===== src/rtl/bsg_wormhole_link_packet_rr_mux.sv =====
`default_nettype none
// bsg_wormhole_link_packet_rr_mux: packet-aware round-robin merge of wormhole links.
// Define BSG_WORMHOLE_LINK_PACKET_RR_MUX_OUT_FIFO_EN to add a 2-entry registered output FIFO.
module bsg_wormhole_link_packet_rr_mux #(
  parameter int num_in_p     = 2,
  parameter int flit_width_p = 32,
  parameter int cord_width_p = 7,
  parameter int len_width_p  = 4,
  parameter int lg_num_in_lp = $clog2(num_in_p)
) (
  input  logic                             clk_i,
  input  logic                             reset_n_i,
  input  logic [num_in_p-1:0]              in_v_i,
  input  logic [num_in_p*flit_width_p-1:0] in_data_i,
  output logic [num_in_p-1:0]              in_ready_and_o,
  output logic                             out_v_o,
  output logic [flit_width_p-1:0]          out_data_o,
  input  logic                             out_ready_and_i,
  output logic [lg_num_in_lp-1:0]          out_src_o
);

  typedef enum logic [0:0] {IDLE = 1'b0, BUSY = 1'b1} state_e;

  state_e                  state_q, state_d;
  logic [lg_num_in_lp-1:0] rr_ptr_q, rr_ptr_d;
  logic [lg_num_in_lp-1:0] grant_q, grant_d;
  logic [len_width_p-1:0]  cnt_q, cnt_d;

  logic [lg_num_in_lp-1:0] arb_g, sel;
  logic                    arb_v, sel_v, sink_ready, xfer;
  logic [flit_width_p-1:0] sel_data;
  logic [len_width_p-1:0]  hdr_len;

  function automatic logic [lg_num_in_lp-1:0] wrap_inc(input logic [lg_num_in_lp-1:0] x);
    if (x == lg_num_in_lp'(num_in_p - 1)) return '0;
    return x + lg_num_in_lp'(1);
  endfunction

  // Descending scan so the valid input closest to rr_ptr_q is written last and wins.
  always_comb begin
    int idx;
    idx   = 0;
    arb_v = 1'b0;
    arb_g = rr_ptr_q;
    for (int k = num_in_p - 1; k >= 0; k--) begin
      idx = (int'(rr_ptr_q) + k) % num_in_p;
      if (in_v_i[idx[lg_num_in_lp-1:0]]) begin
        arb_v = 1'b1;
        arb_g = idx[lg_num_in_lp-1:0];
      end
    end
  end

  always_comb begin
    sel      = (state_q == BUSY) ? grant_q : arb_g;
    sel_v    = (state_q == BUSY) ? in_v_i[grant_q] : arb_v;
    sel_data = in_data_i[int'(sel)*flit_width_p +: flit_width_p];
    hdr_len  = sel_data[cord_width_p +: len_width_p];
    xfer     = reset_n_i & sel_v & sink_ready;
  end

  always_comb begin
    in_ready_and_o = '0;
    if (reset_n_i && sink_ready) in_ready_and_o[sel] = 1'b1;
  end

  always_comb begin
    state_d  = state_q;
    rr_ptr_d = rr_ptr_q;
    grant_d  = grant_q;
    cnt_d    = cnt_q;
    case (state_q)
      IDLE: begin
        if (xfer) begin
          if (hdr_len == '0) begin
            rr_ptr_d = wrap_inc(arb_g);
          end else begin
            grant_d = arb_g;
            cnt_d   = hdr_len;
            state_d = BUSY;
          end
        end
      end
      BUSY: begin
        if (xfer) begin
          cnt_d = cnt_q - len_width_p'(1);
          if (cnt_q == len_width_p'(1)) begin
            state_d  = IDLE;
            rr_ptr_d = wrap_inc(grant_q);
          end
        end
      end
      default: state_d = IDLE;
    endcase
  end

  always_ff @(posedge clk_i or negedge reset_n_i) begin
    if (!reset_n_i) begin
      state_q  <= IDLE;
      rr_ptr_q <= '0;
      grant_q  <= '0;
      cnt_q    <= '0;
    end else begin
      state_q  <= state_d;
      rr_ptr_q <= rr_ptr_d;
      grant_q  <= grant_d;
      cnt_q    <= cnt_d;
    end
  end

`ifdef BSG_WORMHOLE_LINK_PACKET_RR_MUX_OUT_FIFO_EN
  logic [lg_num_in_lp+flit_width_p-1:0] fifo_mem_q [2];
  logic [lg_num_in_lp+flit_width_p-1:0] fifo_mem_d [2];
  logic [1:0] fifo_cnt_q, fifo_cnt_d;
  logic       wr_ptr_q, wr_ptr_d, rd_ptr_q, rd_ptr_d;
  logic       not_full_q, not_full_d;
  logic       deq;

  // Accepting only on the registered not-full cuts the out_ready -> in_ready path.
  always_comb begin
    sink_ready = not_full_q;
    out_v_o    = (fifo_cnt_q != 2'd0);
    {out_src_o, out_data_o} = fifo_mem_q[rd_ptr_q];
    deq        = out_v_o & out_ready_and_i;
    fifo_mem_d = fifo_mem_q;
    if (xfer) fifo_mem_d[wr_ptr_q] = {sel, sel_data};
    wr_ptr_d   = wr_ptr_q ^ xfer;
    rd_ptr_d   = rd_ptr_q ^ deq;
    fifo_cnt_d = fifo_cnt_q + {1'b0, xfer} - {1'b0, deq};
    not_full_d = (fifo_cnt_d != 2'd2);
  end

  always_ff @(posedge clk_i or negedge reset_n_i) begin
    if (!reset_n_i) begin
      fifo_mem_q[0] <= '0;
      fifo_mem_q[1] <= '0;
      fifo_cnt_q    <= '0;
      wr_ptr_q      <= 1'b0;
      rd_ptr_q      <= 1'b0;
      not_full_q    <= 1'b1;
    end else begin
      fifo_mem_q    <= fifo_mem_d;
      fifo_cnt_q    <= fifo_cnt_d;
      wr_ptr_q      <= wr_ptr_d;
      rd_ptr_q      <= rd_ptr_d;
      not_full_q    <= not_full_d;
    end
  end
`else
  // Pass-through outputs are forced to their reset values while reset is asserted.
  always_comb begin
    sink_ready = out_ready_and_i;
    out_v_o    = reset_n_i & sel_v;
    out_data_o = reset_n_i ? sel_data : '0;
    out_src_o  = reset_n_i ? sel : '0;
  end
`endif

endmodule
`default_nettype wire


===== config.mk =====
export PLATFORM = sky130hd
export DESIGN_NAME = bsg_wormhole_link_packet_rr_mux
export DESIGN_NICKNAME = d
export VERILOG_FILES = /design/src/rtl/bsg_wormhole_link_packet_rr_mux.sv
export SDC_FILE = /design/constraint.sdc
export NUM_CORES = 1
export LEC_CHECK = 0
export BUFFER_PORTS_ARGS = -buffer_cell sky130_fd_sc_hd__buf_2
export CAP_MARGIN = 20
export CORE_AREA = 2 2 61 63
export DETAILED_ROUTE_END_ITERATION = 16
export DIE_AREA = 0 0 63 65
export GPL_ROUTABILITY_DRIVEN = 0
export PLACE_DENSITY = 0.75
export SLEW_MARGIN = 20
export SYNTH_ARGS = -nofsm -noshare
export SYNTH_HDL_FRONTEND = slang
export SYNTH_SLANG_ARGS = --single-unit

===== constraint.sdc =====
create_clock -name clk_i -period 2.4 [get_ports clk_i]
set_input_delay 0.72 -clock clk_i [delete_from_list [all_inputs] [get_ports clk_i]]
set_output_delay 0.72 -clock clk_i [all_outputs]
set_load 0.03 [all_outputs]

==> run_results.csv, run 1 <==
group,metric,value,unit
outcome,status,"complete, but fails checks",
synth,synth-seq-cells,7,
clock_network,root_buffer,"clkbuf_4",
synth,synth_area_leaders,"nand2_1 21%, a21boi_0 20%, dfrtp_1 15%, buf_2 3.5%, mux2_2 3.0%",
route,m1WireLength,2.30,mm
clock_network,cts_tree,"built",
setup_path,worstSetupPathType,"in -> out",
place,io_buffers,104,
floorplan,rows,22,
route,avgRoutedWirePerCell,17.6,um
clock_network,clock_latency,260,ps
setup_path,cp.buffers_inverters,4,
clock_network,clock-sinks,7,
setup_path,worst_path_largest_cell_delay,210,ps
finish,design_area,0.00288,mm^2
synth,synthFlopType,"dfrtp_1",
pwr,power.leakage,1.43,nW
setup_path,path_max_fanout,5,
timing,hold_violations,0,
timing,max_freq,360,MHz
place,dp_hpwl,3.53,mm
floorplan,start_util,32.6,%
route,top_layer,"met4",
timing,finalCritPeriodShare,116,%
setup_path,endpoint_kind,"primary output",
route,wl_met3,386,um
route,routed-wl-met2,3.35,mm
setup_path,cp_data_arrival_time,2060,ps
synth,synthCells,172,
route,first_iter_violations,71,
floorplan,core,0.00350,mm^2
setup_path,crit_family,"compound AO/OA/AOI/OAI gates",
outcome,violations,"negative setup slack",
clock_network,cts_max_path_buffers,2,
timing,relSlewSlack,61.6,%
place,dp_cells,333,
clock_network,path_clk_slew,60,ps
route,detail-route-antenna-nets,0,
global_route,grt_start_max_net_pins,39,
global_route,grt_use_total,22.7,%
floorplan,die_h,65,um
timing,slew_viol_final,0,
finish,antenna_cells,0,
pwr,power.switching,0.00160,W
place,dp_slack,-392,ps
synth,synth_edf_count,0,
setup_path,cp_common_cell,"buf_6",
global_route,antenna_found_initial,0,
clock_network,h-tree-depth,1,
timing,tightest_slew,571,ps
route,vias,1887,
worst_hold_path,hp-class,"in -> async",
synth,synth-async-reset-ratio,100,%
global_route,grt_pass1_wl,7.60,mm
synth,ys_types,41,
synth,post_synth.cell_area_avg,6.62,um^2
timing,finClkSkew,2.25,ps
route,routed_wl,6.23,mm
finish,areaGrowthSynthToFinish,153,%
synth,yosys_warnings,0,
setup_path,cp-start-kind,"input port",
floorplan,fp.dieArea,0.00410,mm^2
pwr,p_int,0.00158,W
setup_path,worstPathRequired,1680,ps
floorplan,ioPinCount,105,
finish,layout.nets,379,
synth,seq_area_frac_synth,15.4,%
route,drc_errors,0,
timing,min_period,2780,ps
finish,layout-drive-gt1-share,73.9,%
synth,synth_top_area_share,21.4,%
pwr,vdd_drop_max,564,uV
place,dpl-instance-area,0.00223,mm^2
synth,syn_area,0.00114,mm^2
clock_network,holdBufCountCts,0,
pwr,cellPowerDensity,1100,mW/mm^2
global_route,grt_pass1_vias,1697,
global_route,grt_overflow,0,
setup_path,cp_slowest_cell,"a21o_4",
route,drt-pass1-iter-count,7,
timing,worst_slack,-379,ps
synth,yosysTopAreaCell,"nand2_1",
timing,rsz0062_at_grt,"yes",
pwr,switching_share,50.4,%
synth,synth_nets,243,
synth,yosysMostFrequentCell,"nand2_1",
finish,final_cells,355,
pwr,seqPwrFrac,7.1,%
synth,synth_commonest_cells,"65 x nand2_1, 31 x a21boi_0, 8 x buf_2",
floorplan,die_w,63,um
pwr,comb_power_share,89.3,%
route,viasPerCell,5.32,
flow_run,max-cap-violations,0,
setup_path,path_cells,"buf_8, nand2b_4, a21o_4, a21oi_4, buf_6, buf_6, nand2_2, a21boi_4, buf_6",
pwr,clkPwrFrac,3.6,%
clock_network,numCtsBuffers,3,
timing,finalSetupViolCount,35,
## per-stage QoR
step                hold slack, ps  util, %  power, W  setup TNS (ps)
floorplan                      424        -   0.00165           -4360
global placement               510     63.9   0.00209          -10360
detailed placement             517     63.9   0.00214          -11860
CTS                            399     70.2   0.00243          -10460
global route                   395     82.4   0.00333          -12520
finish                         403     82.4   0.00318          -10790
## per-layer routing
metal  global-route usage, %  vias to the layer above
met2                    44.5                      106
li1                        -                      877
met5                       0                        -
met3                    2.60                       19
met4                    5.28                        0
met1                    25.9                      885
## registers in the layout (all words and copies together) (netlist names)
signal    cells
state_q       1
grant_q       1
cnt_q         4
rr_ptr_q      1
## placed cells by master (no fill, tap or decap), types with 3 or more instances in the layout
| master | n |
|---|---|
| a21boi_4 | 31 |
| inv_1 | 4 |
| buf_2 | 68 |
| clkbuf_16 | 3 |
| dfrtp_1 | 7 |
| nand2_4 | 13 |
| nand2_2 | 20 |
| nand2_1 | 32 |
| clkbuf_4 | 4 |
| nor2_1 | 4 |
| mux2_2 | 3 |
| buf_4 | 24 |
| o21ai_0 | 4 |
| buf_6 | 41 |
| buf_8 | 4 |
## layout make-up
cell class | instances | area, um^2
Clock inverter | 1 | 5.00
Sequential cell | 7 | 175
Multi-Input combinational cell | 149 | 1440
Clock buffer | 3 | 22.5
Inverter | 4 | 15.0
Tap cell | 48 | 60.1
Timing Repair Buffer | 143 | 1160
Fill cell | 206 | 616
## worst paths after layout
| check | depth (start not counted) | to | start | slack, ps |
|---|---|---|---|---|
| worst max register to register | 8 | cnt_q[2]$_DFFE_PN0P_ | rr_ptr_q$_DFFE_PN0P_ | 460 |
| worst min-delay path | 2 | rr_ptr_q$_DFFE_PN0P_ | reset_n_i | 400 |
| worst min register to register | 2 | grant_q$_DFFE_PN0P_ | grant_q$_DFFE_PN0P_ | 530 |
| worst max-delay path | 9 | out_data_o[12] | in_v_i[1] | -380 |
| min in group clk_i | 2 | grant_q$_DFFE_PN0P_ | grant_q$_DFFE_PN0P_ | 530 |
| max in group asynchronous | 3 | cnt_q[1]$_DFFE_PN0P_ | reset_n_i | 1700 |
## cells by family (layout without fill, tap and decap cells)
kind of cell	count (synthesis)	in the layout	synth area share, %
adders and majority gates	2	2	2.20
buffers and inverters	16	151	6.15
AOI/OAI and AO/OA	57	57	39.6
and+or+nand+nor	86	86	32.9
muxes	4	4	3.85
DFF	7	7	15.4
## power by group through the flow
stage | sequential [W] | combinational [W] | clock, W
6_report | 0.000226 | 0.00284 | 0.000114
5_1_grt | 0.000231 | 0.00297 | 0.000124
4_1_cts | 0.000218 | 0.00210 | 0.000118
3_5_place_dp | 0.000220 | 0.00192 | 0
3_3_place_gp | 0.000218 | 0.00187 | 0
2_1_floorplan | 0.000201 | 0.00145 | 0
## repair_timing
action,CTS,global route
setup endpoints to repair,35,35
gates cloned,0,6
buffers inserted,1,11
gates resized for setup,55,84
pin swaps,1,28
No activity file was read; power rests on OpenSTA's default activity.
==> inputs of run 2 (changes only) <==
--- a/config.mk
+++ b/config.mk
@@ -12,6 +12,7 @@
 export DIE_AREA = 0 0 63 65
 export GPL_ROUTABILITY_DRIVEN = 0
 export PLACE_DENSITY = 0.75
+export SETUP_SLACK_MARGIN = 0.5
 export SLEW_MARGIN = 20
 export SYNTH_ARGS = -nofsm -noshare
 export SYNTH_HDL_FRONTEND = slang
==> run_results.csv, run 2 (synthesized netlist as in run 1, its figures left out) <==
group,metric,value,unit
route,drt-pass1-iter-count,4,
global_route,grt_pass1_wl,8.75,mm
setup_path,cp-start-kind,"input port",
clock_network,cts_tree,"built",
global_route,antenna_found_initial,0,
timing,tightest_slew,555,ps
finish,layout.nets,377,
finish,antenna_cells,0,
worst_hold_path,whs_path_depth,2,
setup_path,startpoint,"in_v_i[1]",
finish,final_cell_mix,"67 x buf_2, 46 x buf_6, 34 x nand2_1",
place,dp_hpwl,3.60,mm
floorplan,ioPinCount,105,
outcome,status,"complete, but fails checks",
setup_path,r2r_start,"state_q$_DFF_PN0_",
floorplan,fp.dieArea,0.00410,mm^2
route,detail-route-antenna-nets,0,
clock_network,numCtsBuffers,3,
setup_path,worstPathRequired,1680,ps
setup_path,path_max_fanout,7,
route,routed_wl,6.83,mm
setup_path,endpoint_kind,"primary output",
flow_run,max-cap-violations,0,
timing,min_period,2790,ps
timing,finalCritPeriodShare,116,%
timing,fin_tns_setup,-12370,ps
clock_network,clock-sinks,7,
finish,n_fill_cell,154,
worst_hold_path,hp-class,"reg -> reg",
clock_network,clock_latency,250,ps
place,io_buffers,104,
floorplan,die_h,65,um
floorplan,start_util,32.6,%
clock_network,root_buffer,"clkbuf_4",
clock_network,h-tree-depth,1,
timing,relSlewSlack,62.5,%
worst_hold_path,min_to,"grant_q$_DFFE_PN0P_",
clock_network,cts_max_path_buffers,2,
floorplan,core,0.00350,mm^2
timing,rsz0062_at_grt,"yes",
global_route,grt_use_total,27.0,%
finish,final_cells,353,
pwr,vdd_drop_max,729,uV
route,avgRoutedWirePerCell,19.3,um
timing,worst_slack,-389,ps
global_route,grt_pass1_vias,1777,
timing,slew_viol_final,0,
clock_network,holdBufCountCts,0,
timing,max_freq,359,MHz
finish,largest_reg_flops,4,
setup_path,regToRegEndpoint,"cnt_q[1]$_DFFE_PN0P_",
setup_path,worstRegToRegCells,16,
global_route,grt_start_max_net_pins,22,
finish,layout-drive-gt1-share,76.7,%
outcome,violations,"negative setup slack",
setup_path,cp_data_arrival_time,2070,ps
floorplan,die_w,63,um
setup_path,worstSetupPathType,"in -> out",
clock_network,path_clk_slew,60,ps
route,viasPerCell,5.44,
finish,regMostFlops,"cnt_q",
route,vias,1921,
finish,areaGrowthSynthToFinish,163,%
worst_hold_path,hold_start,"grant_q$_DFFE_PN0P_",
place,dp_cells,332,
route,drc_errors,0,
finish,final_common_cell,"buf_2",
place,dp_slack,-401,ps
finish,seq_area,176,um^2
floorplan,rows,22,
pwr,power.leakage,1.44,nW
finish,multi_input_area,0.00150,mm^2
route,first_iter_violations,165,
timing,hold_violations,0,
pwr,cellPowerDensity,1090,mW/mm^2
global_route,grt_overflow,0,
setup_path,timing.reg2reg.setup_slack,-20,ps
timing,finClkSkew,0.780,ps
timing,finalSetupViolCount,40,
## run 2: timing repair
| item | 4_1_cts | 5_1_grt |
|---|---|---|
| cloned | 2 | 1 |
| pin swaps | 26 | 14 |
| setup endpoints to repair | 42 | 43 |
| setup buffers | 5 | 9 |
| endpoints found under the hold margin | 0 | 0 |
| resized for setup | 101 | 43 |
## run 2: metrics by stage
stage | hold WS [ps] | power, W | utilization [%] | instance area [um^2]
floorplan | 424 | 0.00169 | - | 1590
global placement | 519 | 0.00219 | 65.8 | 2300
detailed placement | 514 | 0.00223 | 65.8 | 2300
CTS | 507 | 0.00290 | 78.8 | 2760
global route | 544 | 0.00342 | 85.7 | 3000
finish | 529 | 0.00327 | 85.7 | 3000
## run 2: cell type report
| cell class | count | share of cell area (%) |
|---|---|---|
| repair buffers | 141 | 40.6 |
| well taps | 48 | 2.01 |
| clock buffers | 4 | 0.877 |
| multi-input cells | 149 | 50.1 |
| flip-flops and latches | 7 | 5.89 |
| inverters | 4 | 0.501 |
## run 2: metal layers
layer	up-vias	wire length (um)	global-route usage, %
met5	-	0	0
met4	0	176	3.61
met3	20	458	3.47
met2	121	3740	54.9
met1	912	2450	30.0
li1	868	-	-
## run 2: worst max path at each step
stage                           endpoint  cells past startpoint
after floorplan           out_data_o[22]                      6
after global placement    out_data_o[31]                      8
after detailed placement  out_data_o[31]                      8
after CTS                 out_data_o[18]                      9
after global routing       out_data_o[5]                      9
final                     out_data_o[22]                      9
## run 2: power by group
part	internal [W]	switching, W	total, W
sequential	0.000167	0.0000601	0.000227
combinational	0.00139	0.00154	0.00293
clock	0.0000636	0.0000453	0.000109
total	0.00162	0.00165	0.00327
## run 2: critical path: stages
cell and delay (ps):
buf_6 90, nand2b_4 130, a21o_4 210, a21oi_4 210, buf_6 180, buf_12 140, nand2_2 70, a21boi_4 160
buf_6 150
